--- src/rtl/flick_cond_pkg.sv ---
// Shared types and constants for the FLICK button conditioner.
// Provides the debounce FSM state encoding and press counter sizing.
package flick_cond_pkg;

    typedef enum logic [1:0] {
        IDLE         = 2'b00,
        PRESS_WAIT   = 2'b01,
        HELD         = 2'b10,
        RELEASE_WAIT = 2'b11
    } state_t;

    localparam int PRESS_CNT_W = 8;
    localparam logic [PRESS_CNT_W-1:0] PRESS_CNT_MAX = 8'hff;

    // Saturating increment used by the press counter.
    function automatic logic [PRESS_CNT_W-1:0] sat_inc(
        input logic [PRESS_CNT_W-1:0] v
    );
        return (v == PRESS_CNT_MAX) ? v : v + 1'b1;
    endfunction

endpackage

--- src/rtl/sync_ff_chain.sv ---
// Multi-flop synchroniser for one asynchronous level input.
// Ports: clk, rst (sync, active-high), d (async in), q (synced out).
module sync_ff_chain #(
    parameter int STAGES = 2
) (
    input  logic clk,
    input  logic rst,
    input  logic d,
    output logic q
);

    if (STAGES < 2) begin : g_bad_stages
        $error("sync_ff_chain: STAGES must be >= 2");
    end

    logic [STAGES-1:0] chain;

    always_ff @(posedge clk) begin
        if (rst) begin
            chain <= '0;
        end else begin
            chain <= {chain[STAGES-2:0], d};
        end
    end

    assign q = chain[STAGES-1];

endmodule

--- src/rtl/flick_conditioner.sv ---
// FLICK push-button conditioner: synchronise, debounce, one-cycle pulse per
// accepted press, debounced level and saturating press counter.
// Ports: CLK, RST (sync, active-high), BTN_IN (async) -> FLICK (1-cycle
// pulse), BTN_STABLE (debounced level), PRESS_CNT[7:0] (saturating count).
// Optional auto-repeat while held: define FLICK_REPEAT_EN.
module flick_conditioner
    import flick_cond_pkg::*;
#(
    parameter int SYNC_STAGES     = 2,
    parameter int DEBOUNCE_CYCLES = 16,
    parameter int REPEAT_DELAY    = 64,
    parameter int REPEAT_PERIOD   = 32
) (
    input  logic                   CLK,
    input  logic                   RST,
    input  logic                   BTN_IN,
    output logic                   FLICK,
    output logic                   BTN_STABLE,
    output logic [PRESS_CNT_W-1:0] PRESS_CNT
);

    localparam int CNT_W = $clog2(DEBOUNCE_CYCLES + 1);
    localparam logic [CNT_W-1:0] DEB_LAST = CNT_W'(DEBOUNCE_CYCLES - 1);

    if (DEBOUNCE_CYCLES < 1) begin : g_bad_deb
        $error("flick_conditioner: DEBOUNCE_CYCLES must be >= 1");
    end
    if (REPEAT_DELAY < 1 || REPEAT_PERIOD < 1) begin : g_bad_rep
        $error("flick_conditioner: REPEAT_DELAY/PERIOD must be >= 1");
    end

    logic       synced;
    state_t     state;
    logic [CNT_W-1:0] deb_cnt;
    logic       accept;
    logic       rep_fire;
    logic       pulse;

    sync_ff_chain #(
        .STAGES (SYNC_STAGES)
    ) u_sync (
        .clk (CLK),
        .rst (RST),
        .d   (BTN_IN),
        .q   (synced)
    );

    // Press is accepted on the D-th consecutive high sample in PRESS_WAIT.
    assign accept = (state == PRESS_WAIT) && synced && (deb_cnt == DEB_LAST);

`ifdef FLICK_REPEAT_EN
    localparam int REP_W = $clog2(REPEAT_DELAY + REPEAT_PERIOD + 1);
    localparam logic [REP_W-1:0] REP_FIRST = REP_W'(REPEAT_DELAY);
    localparam logic [REP_W-1:0] REP_WRAP  =
        REP_W'(REPEAT_DELAY + REPEAT_PERIOD);

    logic [REP_W-1:0] rep_cnt;
    logic [REP_W-1:0] rep_nxt;
    logic             rep_run;

    // Counts only cycles spent in HELD with the button still down; it
    // folds back to REP_FIRST so it never needs more than DELAY+PERIOD.
    assign rep_run  = (state == HELD) && synced;
    assign rep_nxt  = rep_cnt + 1'b1;
    assign rep_fire = rep_run &&
                      ((rep_nxt == REP_FIRST) || (rep_nxt == REP_WRAP));

    always_ff @(posedge CLK) begin
        if (RST) begin
            rep_cnt <= '0;
        end else if (accept || state == IDLE) begin
            rep_cnt <= '0;
        end else if (rep_run) begin
            rep_cnt <= (rep_nxt == REP_WRAP) ? REP_FIRST : rep_nxt;
        end
    end
`else
    assign rep_fire = 1'b0;
`endif

    assign pulse = accept || rep_fire;

    always_ff @(posedge CLK) begin
        if (RST) begin
            state   <= IDLE;
            deb_cnt <= '0;
        end else begin
            unique case (state)
                IDLE: begin
                    if (synced) begin
                        state   <= PRESS_WAIT;
                        deb_cnt <= '0;
                    end
                end
                PRESS_WAIT: begin
                    if (!synced) begin
                        state   <= IDLE;
                        deb_cnt <= '0;
                    end else if (deb_cnt == DEB_LAST) begin
                        state   <= HELD;
                    end else begin
                        deb_cnt <= deb_cnt + 1'b1;
                    end
                end
                HELD: begin
                    if (!synced) begin
                        state   <= RELEASE_WAIT;
                        deb_cnt <= '0;
                    end
                end
                RELEASE_WAIT: begin
                    if (synced) begin
                        state   <= HELD;
                    end else if (deb_cnt == DEB_LAST) begin
                        state   <= IDLE;
                    end else begin
                        deb_cnt <= deb_cnt + 1'b1;
                    end
                end
                default: begin
                    state   <= IDLE;
                    deb_cnt <= '0;
                end
            endcase
        end
    end

    always_ff @(posedge CLK) begin
        if (RST) begin
            FLICK     <= 1'b0;
            PRESS_CNT <= '0;
        end else begin
            FLICK <= pulse;
            if (pulse) begin
                PRESS_CNT <= sat_inc(PRESS_CNT);
            end
        end
    end

    assign BTN_STABLE = (state == HELD) || (state == RELEASE_WAIT);

endmodule

--- config.mk ---
export PLATFORM = sky130hd
export DESIGN_NAME = flick_conditioner
export DESIGN_NICKNAME = d
export VERILOG_FILES = /design/src/rtl/flick_cond_pkg.sv /design/src/rtl/sync_ff_chain.sv /design/src/rtl/flick_conditioner.sv
export SDC_FILE = /design/constraint.sdc
export NUM_CORES = 1
export LEC_CHECK = 0
export BUFFER_PORTS_ARGS = -buffer_cell sky130_fd_sc_hd__buf_4
export CORE_MARGIN = 2
export CORE_UTILIZATION = 40
export DETAILED_ROUTE_END_ITERATION = 8
export PLACE_DENSITY = 0.63
export SYNTH_ARGS = -nofsm -noshare
export SYNTH_HDL_FRONTEND = slang
export SYNTH_SLANG_ARGS = --single-unit
export TNS_END_PERCENT = 1
--- constraint.sdc ---
create_clock -name CLK -period 5.05 [get_ports CLK]
set_input_delay 0.505 -clock CLK [delete_from_list [all_inputs] [get_ports CLK]]
set_output_delay 0.505 -clock CLK [all_outputs]
set_load 0.005 [all_outputs]
==> results of run 1 <==
## power breakdown
group          internal, mW  switching (mW)
combinational       0.00363         0.00559
clock                0.0439          0.0410
sequential            0.144         0.00178
## layout by cell type, fill, tap and decap left out, drive strengths merged, types with 2 or more instances in the layout
master,count
and2,2
clkbuf,4
xor2,2
buf,12
nor2b,2
a31o,2
or3,2
or4,2
a21oi,9
o21ai,8
nand2,6
and3,3
a32o,2
nand3,5
dfxtp,18
inv,3
ha,2
nand4,2
nor2,7
o31ai,3
## area by class of cell
class | instances | area (um2) | area share
inverters | 3 | 11.3 | 0.0115
clock buffers | 4 | 36.3 | 0.0369
well taps | 27 | 33.8 | 0.0344
repair buffers | 12 | 90.1 | 0.0916
flip-flops and latches | 18 | 360 | 0.366
multi-input cells | 71 | 452 | 0.459
## final timing paths
kind                                                    to  slack, ns  depth (start not counted)
worst max-delay path             PRESS_CNT[5]$_SDFFE_PP0P_       3.04                          5
worst min-delay path            u_sync.chain[0]$_SDFF_PP0_       0.43                          2
worst min register to register  u_sync.chain[1]$_SDFF_PP0_       0.45                          1
worst max register to register   PRESS_CNT[5]$_SDFFE_PP0P_       3.04                          5
## stage by stage
step | std cells | instance area [um2] | utilization | setup WS (ns) | hold slack (ns)
after floorplan | 96 | 841 | - | 3.37 | 0.414
final | 135 | 983 | 0.496 | 3.04 | 0.430
after global placement | 131 | 947 | 0.478 | 3.18 | 0.425
after CTS | 135 | 983 | 0.496 | 3.02 | 0.415
after global routing | 135 | 983 | 0.496 | 2.84 | 0.414
after detailed placement | 131 | 947 | 0.478 | 3.07 | 0.434
## per-layer routing
| metal | track usage | vias up | share of wire |
|---|---|---|---|
| met4 | 0.0556 | 0 | 0.0070 |
| met1 | 0.200 | 338 | 0.49 |
| met3 | 0.0576 | 2 | 0.044 |
| met2 | 0.211 | 14 | 0.45 |
| met5 | 0 | - | 0 |
| li1 | - | 380 | - |
## flip-flops by register name, summed over array words and instances (netlist names), named ones only
signal and count:
deb_cnt 5, state 1, FLICK 1, PRESS_CNT 8
u_sync.chain 2
## kinds of logic (layout without fill, tap and decap cells)
| logic type | count (synthesis) | after routing |
|---|---|---|
| flip-flops | 18 | 18 |
| AO/OA/AOI/OAI | 27 | 27 |
| adder cells (fa/ha/maj) | 2 | 2 |
| XOR/XNOR | 3 | 3 |
| multiplexers | 1 | 1 |
| buffers and inverters | 7 | 19 |
| AND/OR/NAND/NOR | 38 | 38 |
==> results by group, run 1 <==
Run status
  – Status: finished, final reports clean

Timing
  – Rel. slew slack: 0.546
  – Final worst path period share: 0.398
  – Final hold violation count: 0
  – Final setup TNS: 0 ns
  – Slew Limit Fails: 0
  – RSZ-0062 raised after global routing: false
  – Max Freq: slightly below 0.5 GHz
  – Least-Margin Pin Slew: 0.671 ns
  – Clock skew: 0.000723 ns
  – Final setup vio count: 0
  – Post-layout minimum cycle time: 2.01 ns

Worst setup path
  – R2R Path Start: deb_cnt[0]$_SDFFE_PP0P_
  – Buf+Inv Stages, Crit Path: 0
  – CP Max Fanout: 13
  – Crit. Startpoint: deb_cnt[0]$_SDFFE_PP0P_
  – CP Class: flop to flop
  – CP required: between 5 and 6 ns
  – Worst path top cell family by delay: simple AND/OR/NAND/NOR gates
  – Worst Setup Start Kind: flop
  – Slowest stage cell, crit path: or4_1
  – Worst path max stage delay: 0.54 ns
  – CP arrival: 2.23 ns
  – Critical Path End Type: flop
  – CP cell instances: ha_1 > nand4b_2 > or2_1 > or4_1 > a21oi_1

Clocking
  – H-tree levels: 1
  – Post-CTS Setup Bufs: 0
  – Number of hold buffers added after CTS: 0
  – CTS tree: done
  – CTS clk-pin slew, worst paths: ~0.09 ns
  – Max Root-Sink Buffers: 2
  – CTS Sinks: 18
  – Post-CTS sizing: 0
  – Clock Latency Late Sink: between 0.2 and 0.3 ns
  – Root Buffer: clkbuf_4
  – CTS buffer count: 3

Logic synthesis
  – Post-synthesis average cell area: about 9 um2
  – Cell area after synthesis: between 800 and 900 um2
  – Post-synth ARST share: 0
  – Distinct cells, synth: 32
  – Largest family of logic cells by synthesized area: simple AND/OR/NAND/NOR gates
  – Yosys reg bits: 18
  – Synth top area share: 0.429
  – Top cells by area, synth: dfxtp_1, a21oi_1, o21ai_0
  – Most common cell in the netlist: dfxtp_1
  – Main synth FF type: dfxtp_1
  – Post-Synth Adder-Cell Area: 0.0298
  – Simple-gate share of the synthesized area: 0.260
  – Mux share of post-synthesis cell area: 0.0119
  – XOR/XNOR Fraction of Synth Area: 0.0313
  – Syn Nets: between 100 and 150
  – Cell taking the most area after synthesis: dfxtp_1
  – Sequential area share after synthesis: 0.429
  – Yosys warns: 0
  – Post-synth EDFFs: 0
  – Synth Area in Compound Gates: 0.204
  – Cells after Synth: 96
  – Synth top cells by count: dfxtp_1, a21oi_1, o21ai_0

Final layout
  – Area Growth Syn to Fin: 17.0%
  – N_diodes: 0
  – Filler cells: 190
  – Nets: ~110
  – Share of cells above drive strength 1: 0.176

Min path
  – Hold Crit Start: BTN_IN
  – HP Class: input port to flop

Routing
  – Vias per inst: between 5 and 6
  – Post-route ant nets: 0
  – Wirelength per Cell: ~13 um
  – DR pass1 iterations: 4
  – Drt drc: 0
  – Drt first-iter violations: 10
  – Final WL: ~1.7 mm
  – Routed vias: between 700 and 800

Die
  – Horiz. Die Dim: 49.8 um
  – Die Ht: approximately 50 um
  – Starting Density: 0.424
  – Top-Level Pins: 13
  – Core area: around 2000 um2
  – DIE AREA: between 2000 and 2500 um2
  – Rows: 16

Power
  – Tot Pwr: roughly 0.24 mW
  – Leakage: ~0.4 nW
  – Power Dens Cells: 244 nW/um2
  – Peak supply drop: around 0.11 mV

Global routing
  – Remaining global-route overflow: 0
  – Gr usage total: 0.148
  – Largest net degree at the start of global routing: 15
  – Initial antenna violation count: 0
  – Vias in the first global route: about 610
  – Global-route wire length before repair: around 2.8 mm

Placement
  – I/O Buffers: 12
  – GPL Wtd Cong: 0.766
  – Final HPWL DP: approximately 1.2 mm

Run
  – Max Cap Violations: 0
(Power assumes the default switching activity.)
==> inputs of run 2 (changes only) <==
--- a/config.mk
+++ b/config.mk
@@ -9,7 +9,7 @@
 export CORE_MARGIN = 2
 export CORE_UTILIZATION = 40
 export DETAILED_ROUTE_END_ITERATION = 8
-export PLACE_DENSITY = 0.63
+export PLACE_DENSITY = 0.65
 export SYNTH_ARGS = -nofsm -noshare
 export SYNTH_HDL_FRONTEND = slang
 export SYNTH_SLANG_ARGS = --single-unit
==> constraint.sdc (replaced) <==
create_clock -name CLK -period 1.73 [get_ports CLK]
set_input_delay 0.173 -clock CLK [delete_from_list [all_inputs] [get_ports CLK]]
set_output_delay 0.173 -clock CLK [all_outputs]
set_load 0.005 [all_outputs]
==> run 2 against run 1 <==
Clock skew rose by 0.0032 ns. Power rose to 3.0 times the previous value. First-iteration DRC count rose by 40%. Die area did not move. Fmax rose by 22%. Hold slack got worse by 0.34 ns. Cell area rose by 10%. Utilization rose by 5.2 points. Critical path depth did not move. Clock power rose to 3.1 times the previous value. Cell count rose by 8.1%. Highest routed layer unchanged.
==> results by group, run 2 (synthesis gave the netlist of run 1 again) <==
Run status
  – Status: finished, final reports clean

Placement
  – Final HPWL DP: 1.29 mm (+5.1%)
  – GPL Wtd Cong: 0.787 (+2.7%)
  – I/O Buffers: 12 (unchanged)

Min path
  – HP Class: input port to flop
  – Hold Crit Start: BTN_IN
  – Hold depth: 2 (unchanged)
  – Min-Delay Endpoint: u_sync.chain[0]$_SDFF_PP0_

Global routing
  – Largest net degree at the start of global routing: 15 (unchanged)
  – Remaining global-route overflow: 0 (unchanged)
  – Global-route wire length before repair: 3.13 mm (+13%)
  – Initial antenna violation count: 0 (unchanged)
  – Vias in the first global route: 727 (+20%)
  – Gr usage total: 0.160 (+0.0124)

Timing
  – Slew Limit Fails: 0 (unchanged)
  – Final worst path period share: 0.954 (+0.556)
  – Clock skew: 0.00390 ns (+0.00318 ns)
  – RSZ-0062 raised after global routing: false
  – Least-Margin Pin Slew: 0.329 ns (-0.342 ns)
  – Final hold violation count: 0 (unchanged)
  – Final setup TNS: 0 ns (unchanged)
  – Max Freq: 0.606 GHz (+22%)
  – Final setup vio count: 0 (unchanged)
  – Post-layout minimum cycle time: 1.65 ns (-0.360 ns)
  – Rel. slew slack: 0.781 (+0.234)

Routing
  – Vias per inst: 5.32 (-2.1%)
  – Post-route ant nets: 0 (unchanged)
  – Routed vias: 777 (+5.9%)
  – DR pass1 iterations: 4 (unchanged)
  – Drt first-iter violations: 14 (+4)
  – Drt drc: 0 (unchanged)
  – Wirelength per Cell: 12.0 um (-6.4%)
  – Final WL: 1.75 mm (+1.2%)

Clocking
  – Number of hold buffers added after CTS: 0 (unchanged)
  – CTS clk-pin slew, worst paths: 0.11 ns (+0.02 ns)
  – Clock Latency Late Sink: 0.29 ns (about the same)
  – CTS buffer count: 3 (unchanged)
  – Root Buffer: clkbuf_4
  – CTS tree: done
  – Max Root-Sink Buffers: 2 (unchanged)
  – CTS Sinks: 18 (unchanged)
  – Post-CTS Setup Bufs: 0 (unchanged)
  – Post-CTS sizing: 0 (unchanged)
  – H-tree levels: 1 (unchanged)

Worst setup path
  – Critical Path End Type: flop
  – CP arrival: 1.88 ns (-0.35 ns)
  – Slowest stage cell, crit path: or4_1
  – CP Class: flop to flop
  – Worst Setup Start Kind: flop
  – R2r endpoint: PRESS_CNT[5]$_SDFFE_PP0P_
  – CP required: 1.96 ns (-3.31 ns)
  – R2R Path Start: deb_cnt[0]$_SDFFE_PP0P_
  – R2R setup slack: 0.08 ns (-2.96 ns)
  – Worst path max stage delay: 0.53 ns (about the same)
  – CP Max Fanout: 7 (-6)
  – R2R depth: 5 (unchanged)
  – CP cell instances: ha_2 > nand4b_2 > or2_4 > or4_1 > a21oi_2

Final layout
  – Area Growth Syn to Fin: 29.2%
  – Largest reg by FF count: PRESS_CNT
  – Most frequent cells in the layout: buf_4, dfxtp_1, a21oi_1, o21ai_0
  – Filler cells: 182 (-4.2%)
  – N_diodes: 0 (unchanged)
  – Share of cells above drive strength 1: 0.311 (+0.135)
  – Area of the multi-input gates: 469 um2 (+3.9%)
  – Nets: 125 (+9.6%)
  – Commonest non-fill, non-tap cell in the layout: buf_4
  – Register area: 363 um2 (+0.69%)
  – Max reg flops: 8 (unchanged)
  – Fin util: 0.548 (+0.0518)
  – Top flop regs: PRESS_CNT x8, deb_cnt x5, u_sync.chain x2

Power
  – Power Dens Cells: 658 nW/um2 (+170%)
  – Leakage: 0.462 nW (+14%)
  – Tot Pwr: 0.715 mW (+200%)
  – Peak supply drop: 0.405 mV (+260%)

Die
  – Die Ht: 49.8 um (unchanged)
  – DIE AREA: 2480 um2 (unchanged)
  – Starting Density: 0.424 (unchanged)
  – Top-Level Pins: 13 (unchanged)
  – Horiz. Die Dim: 49.8 um (unchanged)
  – Core area: 1980 um2 (unchanged)
  – Rows: 16 (unchanged)

Run
  – Max Cap Violations: 0 (unchanged)
[run 2: power breakdown]
group | total [mW] | switching [mW] | internal (mW)
combinational | 0.0342 | 0.0198 | 0.0144
clock | 0.259 | 0.131 | 0.128
sequential | 0.422 | 0.00268 | 0.420
total | 0.715 | 0.153 | 0.562
[run 2: worst max path at each step]
stage                                  from                         to  slack (ns)
finish              deb_cnt[0]$_SDFFE_PP0P_  PRESS_CNT[5]$_SDFFE_PP0P_        0.08
CTS                 deb_cnt[0]$_SDFFE_PP0P_  PRESS_CNT[5]$_SDFFE_PP0P_        0.02
detailed placement  deb_cnt[0]$_SDFFE_PP0P_  PRESS_CNT[5]$_SDFFE_PP0P_        0.05
global placement    deb_cnt[0]$_SDFFE_PP0P_  PRESS_CNT[3]$_SDFFE_PP0P_        0.08
global route        deb_cnt[1]$_SDFFE_PP0P_  PRESS_CNT[5]$_SDFFE_PP0P_        0.01
floorplan           deb_cnt[0]$_SDFFE_PP0P_  PRESS_CNT[2]$_SDFFE_PP0P_        0.05
[run 2: final cells by class]
| type | count | share of cell area |
|---|---|---|
| tap | 27 | 0.0311 |
| inverter | 3 | 0.0104 |
| multi-input combinational | 71 | 0.432 |
| clock buffer | 4 | 0.0334 |
| sequential | 18 | 0.334 |
| timing repair buffer | 23 | 0.159 |
[run 2: worst max-delay path: cells and delay by family, from the launching register on]
family                     cells  cell delay [ns]
AOI/OAI and AO/OA              1             0.14
adders and majority gates      1             0.19
and+or+nand+nor                3             0.92
DFF                            1             0.34
[run 2: per-stage QoR]
stage          setup WS (ns)  std cells  cell area (um2)  hold WS, ns
5_1_grt               0.0122        146             1090       0.0884
3_5_place_dp          0.0490        142             1030        0.396
6_report              0.0797        146             1090       0.0885
2_1_floorplan         0.0467         96              841        0.274
4_1_cts               0.0195        146             1070       0.0862
3_3_place_gp          0.0803        142             1030        0.392
[run 2: layer usage]
metal  global-route usage  share of wire  wire length [um]
met5                    0              0                 0
met4               0.0556         0.0080                14
met3               0.0273          0.019                34
met2                0.238           0.45               777
met1                0.234           0.53               918
==> inputs of run 3 (changes only) <==
--- a/config.mk
+++ b/config.mk
@@ -5,11 +5,12 @@
 export SDC_FILE = /design/constraint.sdc
 export NUM_CORES = 1
 export LEC_CHECK = 0
+export ABC_AREA = 1
 export BUFFER_PORTS_ARGS = -buffer_cell sky130_fd_sc_hd__buf_4
 export CORE_MARGIN = 2
 export CORE_UTILIZATION = 40
 export DETAILED_ROUTE_END_ITERATION = 8
-export PLACE_DENSITY = 0.65
+export PLACE_DENSITY = 0.64
 export SYNTH_ARGS = -nofsm -noshare
 export SYNTH_HDL_FRONTEND = slang
 export SYNTH_SLANG_ARGS = --single-unit
==> run 3 against run 2 <==
Cell count is 32% higher. Power is 3.6% higher. Flip-flop and latch count stayed put. Sequential power is 2% higher. Critical path depth is 1 higher. Largest cell class unchanged.
==> results by group, run 3 <==
Clocking
  – Post-CTS Setup Bufs: 0 (unchanged)
  – CTS buffer count: 3 (unchanged)
  – Number of hold buffers added after CTS: 0 (unchanged)
  – CTS clk-pin slew, worst paths: 0.11 ns (about the same)
  – CTS Sinks: 18 (unchanged)
  – Clock Latency Late Sink: 0.29 ns (about the same)
  – CTS tree: done
  – Max Root-Sink Buffers: 2 (unchanged)
  – Root Buffer: clkbuf_4
  – Post-CTS sizing: 0 (unchanged)
  – H-tree levels: 1 (unchanged)

Global routing
  – Vias in the first global route: 783 (+7.7%)
  – Largest net degree at the start of global routing: 15 (unchanged)
  – Global-route wire length before repair: 3.35 mm (+6.8%)
  – Remaining global-route overflow: 0 (unchanged)
  – Gr usage total: 0.161 (about the same)
  – Initial antenna violation count: 0 (unchanged)

Logic synthesis
  – Distinct cells, synth: 22 (-31%)
  – Post-synth EDFFs: 0 (unchanged)
  – Syn Nets: 156 (+54%)
  – Post-synth ARST share: 0 (unchanged)
  – Main synth FF type: dfxtp_1
  – Cell taking the most area after synthesis: dfxtp_1
  – Top cells by area, synth: dfxtp_1, nand2_1, nor2_1
  – Cells after Synth: 151 (+57%)
  – Cell area after synthesis: 982 um2 (+17%)
  – Synth top cells by count: nand2_1, nor2_1, dfxtp_1
  – Post-synthesis average cell area: 6.50 um2 (-26%)
  – Synth top area share: 0.367 (-0.0617)
  – Most common cell in the netlist: nand2_1
  – Sequential area share after synthesis: 0.367 (-0.0617)
  – Yosys warns: 0 (unchanged)
  – Yosys reg bits: 18 (unchanged)

Die
  – Rows: 17 (+1)
  – Die Ht: 53.6 um (+7.4%)
  – DIE AREA: 2870 um2 (+15%)
  – Starting Density: 0.432 (+0.00731)
  – Horiz. Die Dim: 53.6 um (+7.4%)
  – Core area: 2280 um2 (+15%)
  – Top-Level Pins: 13 (unchanged)

Routing
  – DR pass1 iterations: 4 (unchanged)
  – Vias per inst: 4.63 (-13%)
  – Routed vias: 894 (+15%)
  – Post-route ant nets: 0 (unchanged)
  – Drt drc: 0 (unchanged)
  – Wirelength per Cell: 10.3 um (-14%)
  – Final WL: 1.99 mm (+14%)
  – Drt first-iter violations: 27 (+13)

Final layout
  – Top flop regs: PRESS_CNT x8, deb_cnt x5, u_sync.chain x2
  – Max reg flops: 8 (unchanged)
  – Most frequent cells in the layout: nand2_1, nor2_1, dfxtp_1
  – Share of cells above drive strength 1: 0.158 (-0.153)
  – Largest reg by FF count: PRESS_CNT
  – N_diodes: 0 (unchanged)
  – Non-Filler Instances: 193 (+32%)
  – Area Growth Syn to Fin: 15.7%
  – Commonest non-fill, non-tap cell in the layout: nand2_1
  – Nets: 171 (+37%)

Min path
  – Hold depth: 3 (+1)
  – HP Class: input port to flop

Timing
  – Max Freq: 0.643 GHz (+6.1%)
  – Post-layout minimum cycle time: 1.56 ns (-0.0950 ns)
  – RSZ-0062 raised after global routing: false
  – Final worst path period share: 0.899 (-0.0549)
  – Final setup TNS: 0 ns (unchanged)
  – Slew Limit Fails: 0 (unchanged)
  – Final hold violation count: 0 (unchanged)
  – Hold Slack: 0.0725 ns (-0.0160 ns)
  – Clock skew: 0.00235 ns (-0.00155 ns)
  – Least-Margin Pin Slew: 0.252 ns (-0.0764 ns)
  – Final setup vio count: 0 (unchanged)
  – Rel. slew slack: 0.830 (+0.0494)

Placement
  – Placed insts: 189 (+33%)
  – I/O Buffers: 12 (unchanged)
  – GPL Wtd Cong: 0.738 (-6.2%)
  – Final HPWL DP: 1.51 mm (+17%)

Power
  – Peak supply drop: 0.430 mV (+6.2%)
  – Power Dens Cells: 652 nW/um2 (-0.99%)
  – Leakage: 0.497 nW (+7.5%)
  – Tot Pwr: 0.741 mW (+3.6%)

Worst setup path
  – R2R setup slack: 0.17 ns (+0.09 ns)
  – Worst path max stage delay: 0.42 ns (-0.11 ns)
  – CP Max Fanout: 8 (+1)
  – CP Class: flop to flop
  – Worst Setup Start Kind: flop
  – CP required: 1.93 ns (-0.03 ns)
  – Slowest stage cell, crit path: dfxtp_1
  – CP cell instances: ha_1 > nand4_2 > nor2_4 > nand2_4 > o21ai_1 > nor2_1
  – R2R depth: 6 (+1)
  – CP arrival: 1.75 ns (-0.13 ns)
  – Critical Path End Type: flop

Run status
  – Status: finished, final reports clean

Run
  – Max Cap Violations: 0 (unchanged)
-- run 3: cell types whose count changed after synthesis, sizes merged, moves of 3 or more --
| cell | change |
|---|---|
| nand2 | +43 |
| inv | +16 |
| nor2 | +15 |
| nand3 | +9 |
| and3 | -3 |
| o31ai | -3 |
-- run 3: routing by layer --
layer	global-route usage	wire length, um	vias up
li1	-	-	503
met4	0.0769	17	0
met2	0.230	872	15
met5	0	0	-
met3	0.0250	55	2
met1	0.234	1050	374
-- run 3: stage by stage --
| step | instance area (um2) | worst slack (ns) | util |
|---|---|---|---|
| CTS | 1140 | 0.177 | 0.499 |
| global placement | 1100 | 0.255 | 0.483 |
| floorplan | 982 | 0.421 | - |
| finish | 1140 | 0.175 | 0.499 |
| detailed placement | 1100 | 0.196 | 0.483 |
| global route | 1140 | 0.0146 | 0.499 |
-- run 3: logic make-up after synthesis --
family,Yosys count,share of synthesized area
buffers and inverters,22,0.0841
AOI/OAI and AO/OA,19,0.102
DFF,18,0.367
adders and majority gates,2,0.0255
and+or+nand+nor,89,0.413
xor gates and xnor gates,1,0.00892
-- run 3: area by class of cell --
class | count | area, um2
Tap cell | 28 | 35.0
Multi-Input combinational cell | 111 | 539
Fill cell | 235 | 1140
Inverter | 20 | 75.1
Clock buffer | 4 | 36.3
Sequential cell | 18 | 360
Timing Repair Buffer | 12 | 90.1
-- run 3: worst paths after layout --
| path | start | endpoint |
|---|---|---|
| hold reg to reg | u_sync.chain[0]$_SDFF_PP0_ | u_sync.chain[1]$_SDFF_PP0_ |
| hold / removal | BTN_IN | u_sync.chain[0]$_SDFF_PP0_ |
| setup / recovery | deb_cnt[0]$_SDFFE_PP0P_ | PRESS_CNT[0]$_SDFFE_PP0P_ |
| setup reg to reg | deb_cnt[0]$_SDFFE_PP0P_ | PRESS_CNT[0]$_SDFFE_PP0P_ |
-- run 3: power by group --
| group | internal (mW) | switching (mW) |
|---|---|---|
| combinational | 0.0176 | 0.0298 |
| sequential | 0.423 | 0.00875 |
| clock | 0.128 | 0.133 |
-- run 3: critical path, delay by kind of cell, from the launching register on --
kind | cells | cell delay, ns
AND/OR/NAND/NOR | 4 | 0.63
flip-flops | 1 | 0.42
AO/OA/AOI/OAI | 1 | 0.14
adder cells (fa/ha/maj) | 1 | 0.27
